## src/rtl/pkt_pkg.sv

```systemverilog
// Shared packet definitions for the router injection path: field widths,
// bit positions, packed packet layout, opcodes and slot state encoding.
package pkt_pkg;

    localparam int ADDR_W  = 4;
    localparam int OP_W    = 4;
    localparam int DATA_W  = 25;
    localparam int PKT_W   = ADDR_W + OP_W + DATA_W;

    localparam int ADDR_HI = 32;
    localparam int ADDR_LO = 29;
    localparam int OP_HI   = 28;
    localparam int OP_LO   = 25;
    localparam int DATA_HI = 24;
    localparam int DATA_LO = 0;

    typedef struct packed {
        logic [ADDR_W-1:0] addr;
        logic [OP_W-1:0]   opcode;
        logic [DATA_W-1:0] data;
    } pkt_t;

    typedef enum logic [OP_W-1:0] {
        OP_NOP     = 4'h0,
        OP_FILTER  = 4'h1,
        OP_IFMAP   = 4'h2,
        OP_PSUM    = 4'h3,
        OP_MEM_RD  = 4'h4
    } opcode_e;

    typedef enum logic {
        SLOT_EMPTY = 1'b0,
        SLOT_FULL  = 1'b1
    } slot_state_e;

endpackage

```

## src/rtl/rr_arbiter.sv

```systemverilog
// Combinational round-robin arbiter: first request at or after ptr (mod
// NUM_REQ) wins; one-hot grant plus encoded index, all-zero when disabled.
module rr_arbiter #(
    parameter int NUM_REQ = 4,
    parameter int SRC_W   = $clog2(NUM_REQ)
) (
    input  logic [NUM_REQ-1:0] req,
    input  logic [SRC_W-1:0]   ptr,
    input  logic               en,
    output logic [NUM_REQ-1:0] grant,
    output logic [SRC_W-1:0]   grant_idx
);

    logic found;
    int   idx;

    always_comb begin
        grant     = '0;
        grant_idx = '0;
        found     = 1'b0;
        idx       = 0;
        if (en) begin
            for (int k = 0; k < NUM_REQ; k++) begin
                idx = (int'(ptr) + k) % NUM_REQ;
                if (!found && req[idx]) begin
                    found      = 1'b1;
                    grant[idx] = 1'b1;
                    grant_idx  = SRC_W'(idx);
                end
            end
        end
    end

endmodule

```

## src/rtl/pkt_inject_arbiter.sv

```systemverilog
// Round-robin injection arbiter with a one-entry output slot in front of the
// router port. Define PKT_INJECT_STATS_EN to add delivery/stall counters.
module pkt_inject_arbiter #(
    parameter int NUM_REQ = 4,
    parameter int ADDR_W  = pkt_pkg::ADDR_W,
    parameter int OP_W    = pkt_pkg::OP_W,
    parameter int DATA_W  = pkt_pkg::DATA_W,
    parameter int PKT_W   = ADDR_W + OP_W + DATA_W,
    parameter int SRC_W   = $clog2(NUM_REQ)
) (
    input  logic                      clk,
    input  logic                      rst_n,
    input  logic [NUM_REQ-1:0]        req_valid,
    output logic [NUM_REQ-1:0]        req_ready,
    input  logic [NUM_REQ*ADDR_W-1:0] req_addr,
    input  logic [NUM_REQ*OP_W-1:0]   req_opcode,
    input  logic [NUM_REQ*DATA_W-1:0] req_data,
    output logic                      pkt_valid,
    input  logic                      pkt_ready,
    output logic [PKT_W-1:0]          pkt_data,
    output logic [SRC_W-1:0]          pkt_src,
`ifdef PKT_INJECT_STATS_EN
    output logic [NUM_REQ*16-1:0]     pkt_count,
    output logic [15:0]               stall_cycles,
`endif
    output logic                      busy
);

    import pkt_pkg::*;

    logic [NUM_REQ-1:0][ADDR_W-1:0] addr_a;
    logic [NUM_REQ-1:0][OP_W-1:0]   op_a;
    logic [NUM_REQ-1:0][DATA_W-1:0] data_a;

    for (genvar i = 0; i < NUM_REQ; i++) begin : g_unpack
        assign addr_a[i] = req_addr[i*ADDR_W +: ADDR_W];
        assign op_a[i]   = req_opcode[i*OP_W +: OP_W];
        assign data_a[i] = req_data[i*DATA_W +: DATA_W];
    end

    slot_state_e        state, state_nxt;
    logic [SRC_W-1:0]   rr_ptr;
    logic [SRC_W-1:0]   gnt_idx;
    logic [NUM_REQ-1:0] gnt;
    logic               can_load, accept, drain;

    assign pkt_valid = (state == SLOT_FULL);
    assign drain     = pkt_valid & pkt_ready;
    assign can_load  = (state == SLOT_EMPTY) | drain;

    // Gating with rst_n keeps req_ready low while reset is held.
    rr_arbiter #(
        .NUM_REQ (NUM_REQ),
        .SRC_W   (SRC_W)
    ) u_arb (
        .req       (req_valid),
        .ptr       (rr_ptr),
        .en        (can_load & rst_n),
        .grant     (gnt),
        .grant_idx (gnt_idx)
    );

    assign req_ready = gnt;
    assign accept    = |(req_valid & gnt);
    assign busy      = pkt_valid | (|req_valid);

    always_comb begin
        state_nxt = state;
        if (accept)
            state_nxt = SLOT_FULL;
        else if (drain)
            state_nxt = SLOT_EMPTY;
    end

    always_ff @(posedge clk or negedge rst_n) begin
        if (!rst_n)
            state <= SLOT_EMPTY;
        else
            state <= state_nxt;
    end

    // Payload is only written on accept; a plain drain leaves stale contents.
    always_ff @(posedge clk or negedge rst_n) begin
        if (!rst_n) begin
            pkt_data <= '0;
            pkt_src  <= '0;
            rr_ptr   <= '0;
        end else if (accept) begin
            pkt_data <= {addr_a[gnt_idx], op_a[gnt_idx], data_a[gnt_idx]};
            pkt_src  <= gnt_idx;
            rr_ptr   <= (gnt_idx == SRC_W'(NUM_REQ-1)) ? '0 : gnt_idx + SRC_W'(1);
        end
    end

`ifdef PKT_INJECT_STATS_EN
    logic [NUM_REQ-1:0][15:0] cnt;
    logic [15:0]              stall_q;

    for (genvar i = 0; i < NUM_REQ; i++) begin : g_cnt
        always_ff @(posedge clk or negedge rst_n) begin
            if (!rst_n)
                cnt[i] <= '0;
            else if (drain && pkt_src == SRC_W'(i) && cnt[i] != 16'hFFFF)
                cnt[i] <= cnt[i] + 16'd1;
        end
    end

    always_ff @(posedge clk or negedge rst_n) begin
        if (!rst_n)
            stall_q <= '0;
        else if (pkt_valid && !pkt_ready && stall_q != 16'hFFFF)
            stall_q <= stall_q + 16'd1;
    end

    assign pkt_count    = cnt;
    assign stall_cycles = stall_q;
`endif

endmodule
```

## config.mk

```make
export PLATFORM = sky130hd
export DESIGN_NAME = pkt_inject_arbiter
export DESIGN_NICKNAME = d
export VERILOG_FILES = /design/src/rtl/pkt_pkg.sv /design/src/rtl/rr_arbiter.sv /design/src/rtl/pkt_inject_arbiter.sv
export SDC_FILE = /design/constraint.sdc
export NUM_CORES = 1
export LEC_CHECK = 0
export CAP_MARGIN = 20
export CORE_MARGIN = 3
export CORE_UTILIZATION = 44
export DETAILED_ROUTE_END_ITERATION = 7
export GPL_TIMING_DRIVEN = 0
export PLACE_DENSITY = 0.95
export SLEW_MARGIN = 15
export SYNTH_ARGS = -nofsm -noshare
export SYNTH_HDL_FRONTEND = slang
export SYNTH_SLANG_ARGS = --single-unit
```

## constraint.sdc

```tcl
create_clock -name clk -period 5.1 [get_ports clk]
set_input_delay 1.275 -clock clk [delete_from_list [all_inputs] [get_ports clk]]
set_output_delay 1.275 -clock clk [all_outputs]
set_load 0.05 [all_outputs]
```

==> summary.txt <==
Synthesis
  • Main synth FF type: dfrtp_1
  • Mapped Cells: 368
  • Sequential area share after synthesis: 0.2734
  • Top post-synthesis cells by area: dfrtp_1 27%, a211oi_1 14%, and3_1 12%
  • Netlist cell types: 42
  • Net Count, Synth: 515
  • Post-synth ARST share: 1.000
  • Share of the synthesized area in the top cell type: 0.2734
  • Area of the mapped netlist: 3478 um^2
  • Syn Area/Cell: 9.452 um^2
  • Most frequent cell after synthesis: and3_1
  • Commonest cells in the synthesized netlist: 68 x and3_1, 67 x a211oi_1, 38 x dfrtp_1
  • Number of synthesized flops with an enable pin: 0
  • Synthesis-stage register bit count: 38
  • Biggest area consumer among synthesized cells: dfrtp_1
  • Yosys Warn Count: 0

Final layout
  • Area growth syn-to-layout: 59.53%
  • Sequential cell area: 950.9 um^2
  • Fin cells: 655
  • Post-Route Utilization: 0.7451
  • Multi-input gate area: 2292 um^2
  • Ant diodes: 0
  • Nets: 702
  • Share of layout cells above drive strength 1: 0.1043
  • Filler cell count: 545

GRT
  • Vias in the first global route: 4031
  • Final global-route overflow total: 0
  • Initial antenna violation count: 0
  • Global-route wire length before repair: 20.40 mm
  • Largest net degree at the start of global routing: 28
  • Gr usage total: 0.2909

Placement
  • GP Congestion: 0.8977
  • Final HPWL DP: 10.17 mm
  • IO buf count: 179
  • Inst Count DP: 647

Critical path
  • Crit path DAT: 3.62 ns
  • Worst setup EP type: output port
  • Reg2reg end: pkt_data[12]
  • Critical Path RT: 3.83 ns
  • CP startpoint kind: input port
  • Reg2Reg Depth: 10
  • Setup slack, reg-to-reg: 1.62 ns
  • Worst-path maximum fanout: 10
  • Worst reg2reg startpoint: rr_ptr[1]
  • Critical path class: in -> out

CTS
  • Worst-skew pair later-pin latency: 0.30 ns
  • H-Tree Depth: 2
  • Root Buffer: clkbuf_8
  • Post-CTS Hold Buffers: 0
  • Setup repair bufs after CTS: 0
  • Clk sink count: 38
  • TritonCTS Buffers: 5
  • Deepest clock path buffer count: 2
  • TritonCTS clock tree: done
  • CTS clk-pin slew, worst paths: 0.08 ns

STA
  • Period minus WS final: 4.897 ns
  • Final Max Tran Viols: 0
  • Fin crit share: 0.9602
  • RSZ-0062 raised after global routing: false
  • Layout Skew: 0.007855 ns
  • Hold Slack: 0.5078 ns
  • Max transition margin: 0.5791
  • Final setup fails: 0
  • Transition time of the tightest slew-check pin: 0.6285 ns
  • Hold Violations, Final: 0
  • Setup TNS: 0 ns
  • Fmax: 0.2042 GHz

Hold path
  • Type of the tightest min-delay check: reg -> reg
  • Min-Delay Path Depth: 2
  • Hold Crit Endpoint: pkt_data[24]
  • HP Start: pkt_data[24]

Die
  • Starting Density: 0.4671
  • # IOs: 180
  • Die Wd: 94.91 um
  • Number of cell rows: 31
  • Die height: 94.91 um
  • Die area: 9008 um^2
  • Core Region: 7447 um^2

Routing
  • DR pass1 iterations: 5
  • # DRC: 0
  • DR vias: 3956
  • Post-Route WL: 13.05 mm
  • Detailed-route wire length per cell: 19.92 um
  • Antenna viol nets, final: 0
  • DR vias/cell: 6.040
  • Iteration-0 DRC count of the detailed router: 232

Power
  • LEAKAGE: 2.293 nW
  • Total Power: 3.300 mW
  • IR Drop Worst-Case VDD: 264.8 uV
  • PD cells: 594.7 nW/um^2

Run
  • Maxcap violations: 0

Status
  • Status: completed
-- power breakdown --
part	internal, mW	switching (mW)	leakage (nW)
sequential	0.451	0.0965	0.468
clock	0.209	0.118	0.0714
combinational	0.920	1.51	1.75
-- stage by stage --
step | worst slack, ns | instance area [um^2]
6_report | 0.2030 | 5549
5_1_grt | 0.05853 | 5549
4_1_cts | 0.1443 | 5547
3_5_place_dp | -0.1094 | 5409
3_3_place_gp | -0.7588 | 5394
2_1_floorplan | 0.7028 | 3478
-- how the worst max path moves through the flow --
stage	start	to	slack, ns	cells after the start
floorplan	req_valid[2]	req_ready[3]	0.70	5
global placement	rst_n	req_ready[2]	-0.76	4
detailed placement	req_valid[1]	req_ready[1]	-0.11	8
CTS	req_valid[1]	req_ready[1]	0.14	8
global route	req_valid[0]	req_ready[0]	0.06	8
finish	req_valid[0]	req_ready[0]	0.20	8
-- area by class of cell --
class	count	share of cell area
Multi-Input combinational cell	282	0.4131
Timing Repair Buffer	180	0.3247
Sequential cell	38	0.1714
Buffer	44	0.04014
Tap cell	99	0.02232
Clock buffer	6	0.01488
Clock inverter	2	0.01082
Inverter	4	0.002706
-- cell families after synthesis --
family | Yosys count | share of synthesized area
AO/OA/AOI/OAI | 131 | 0.3665
adder cells (fa/ha/maj) | 8 | 0.02878
buffers and inverters | 48 | 0.06762
flip-flops | 38 | 0.2734
multiplexers | 11 | 0.04316
AND/OR/NAND/NOR | 132 | 0.2205
-- state kept, by name, indices dropped and copies added, names as in the netlist --
name,count
pkt_data,33
pkt_src,2
rr_ptr,2
pkt_valid,1
-- routing by layer --
layer	global-route usage	vias to the layer above	wire length, um
met5	0	-	0
met4	0.07692	0	235
met3	0.06135	23	1029
met2	0.5344	200	6861
met1	0.3406	1902	4921
li1	-	1831	-
-- critical path, stage by stage --
cell and delay, ns:
clkdlybuf4s50_1 0.48, clkbuf_1 0.34, mux4_2 0.38, nand3b_1 0.08, a2bb2oi_1 0.35, a21oi_1 0.08, nor2_1 0.09, dlygate4sd2_1 0.53
-- layout by cell type, fill, tap and decap left out, drive strengths merged, types with 3 or more instances in the layout --
cell           Yosys  layout
a211oi            67      67
a21oi             11      11
a221oi             3       3
and2               5       5
and3              68      68
buf               14      16
clkbuf            30      36
clkdlybuf4s50      0     174
dfrtp             38      38
dlygate4sd2        0       4
ha                 8       8
inv                4       4
mux2i              6       6
mux4               3       3
nand2              8       8
nand3             35      35
nand3b             5       5
nor2               4       4
o211ai             3       3
o21ai              4       4
o31ai             34      34
-- what timing repair did --
| item | CTS | global route |
|---|---|---|
| setup endpoints to repair | 4 | 4 |
| resized for setup | 4 | 4 |
| gates cloned | 0 | 0 |
| endpoints found under the hold margin | 0 | 0 |
(Power assumes the default switching activity.)
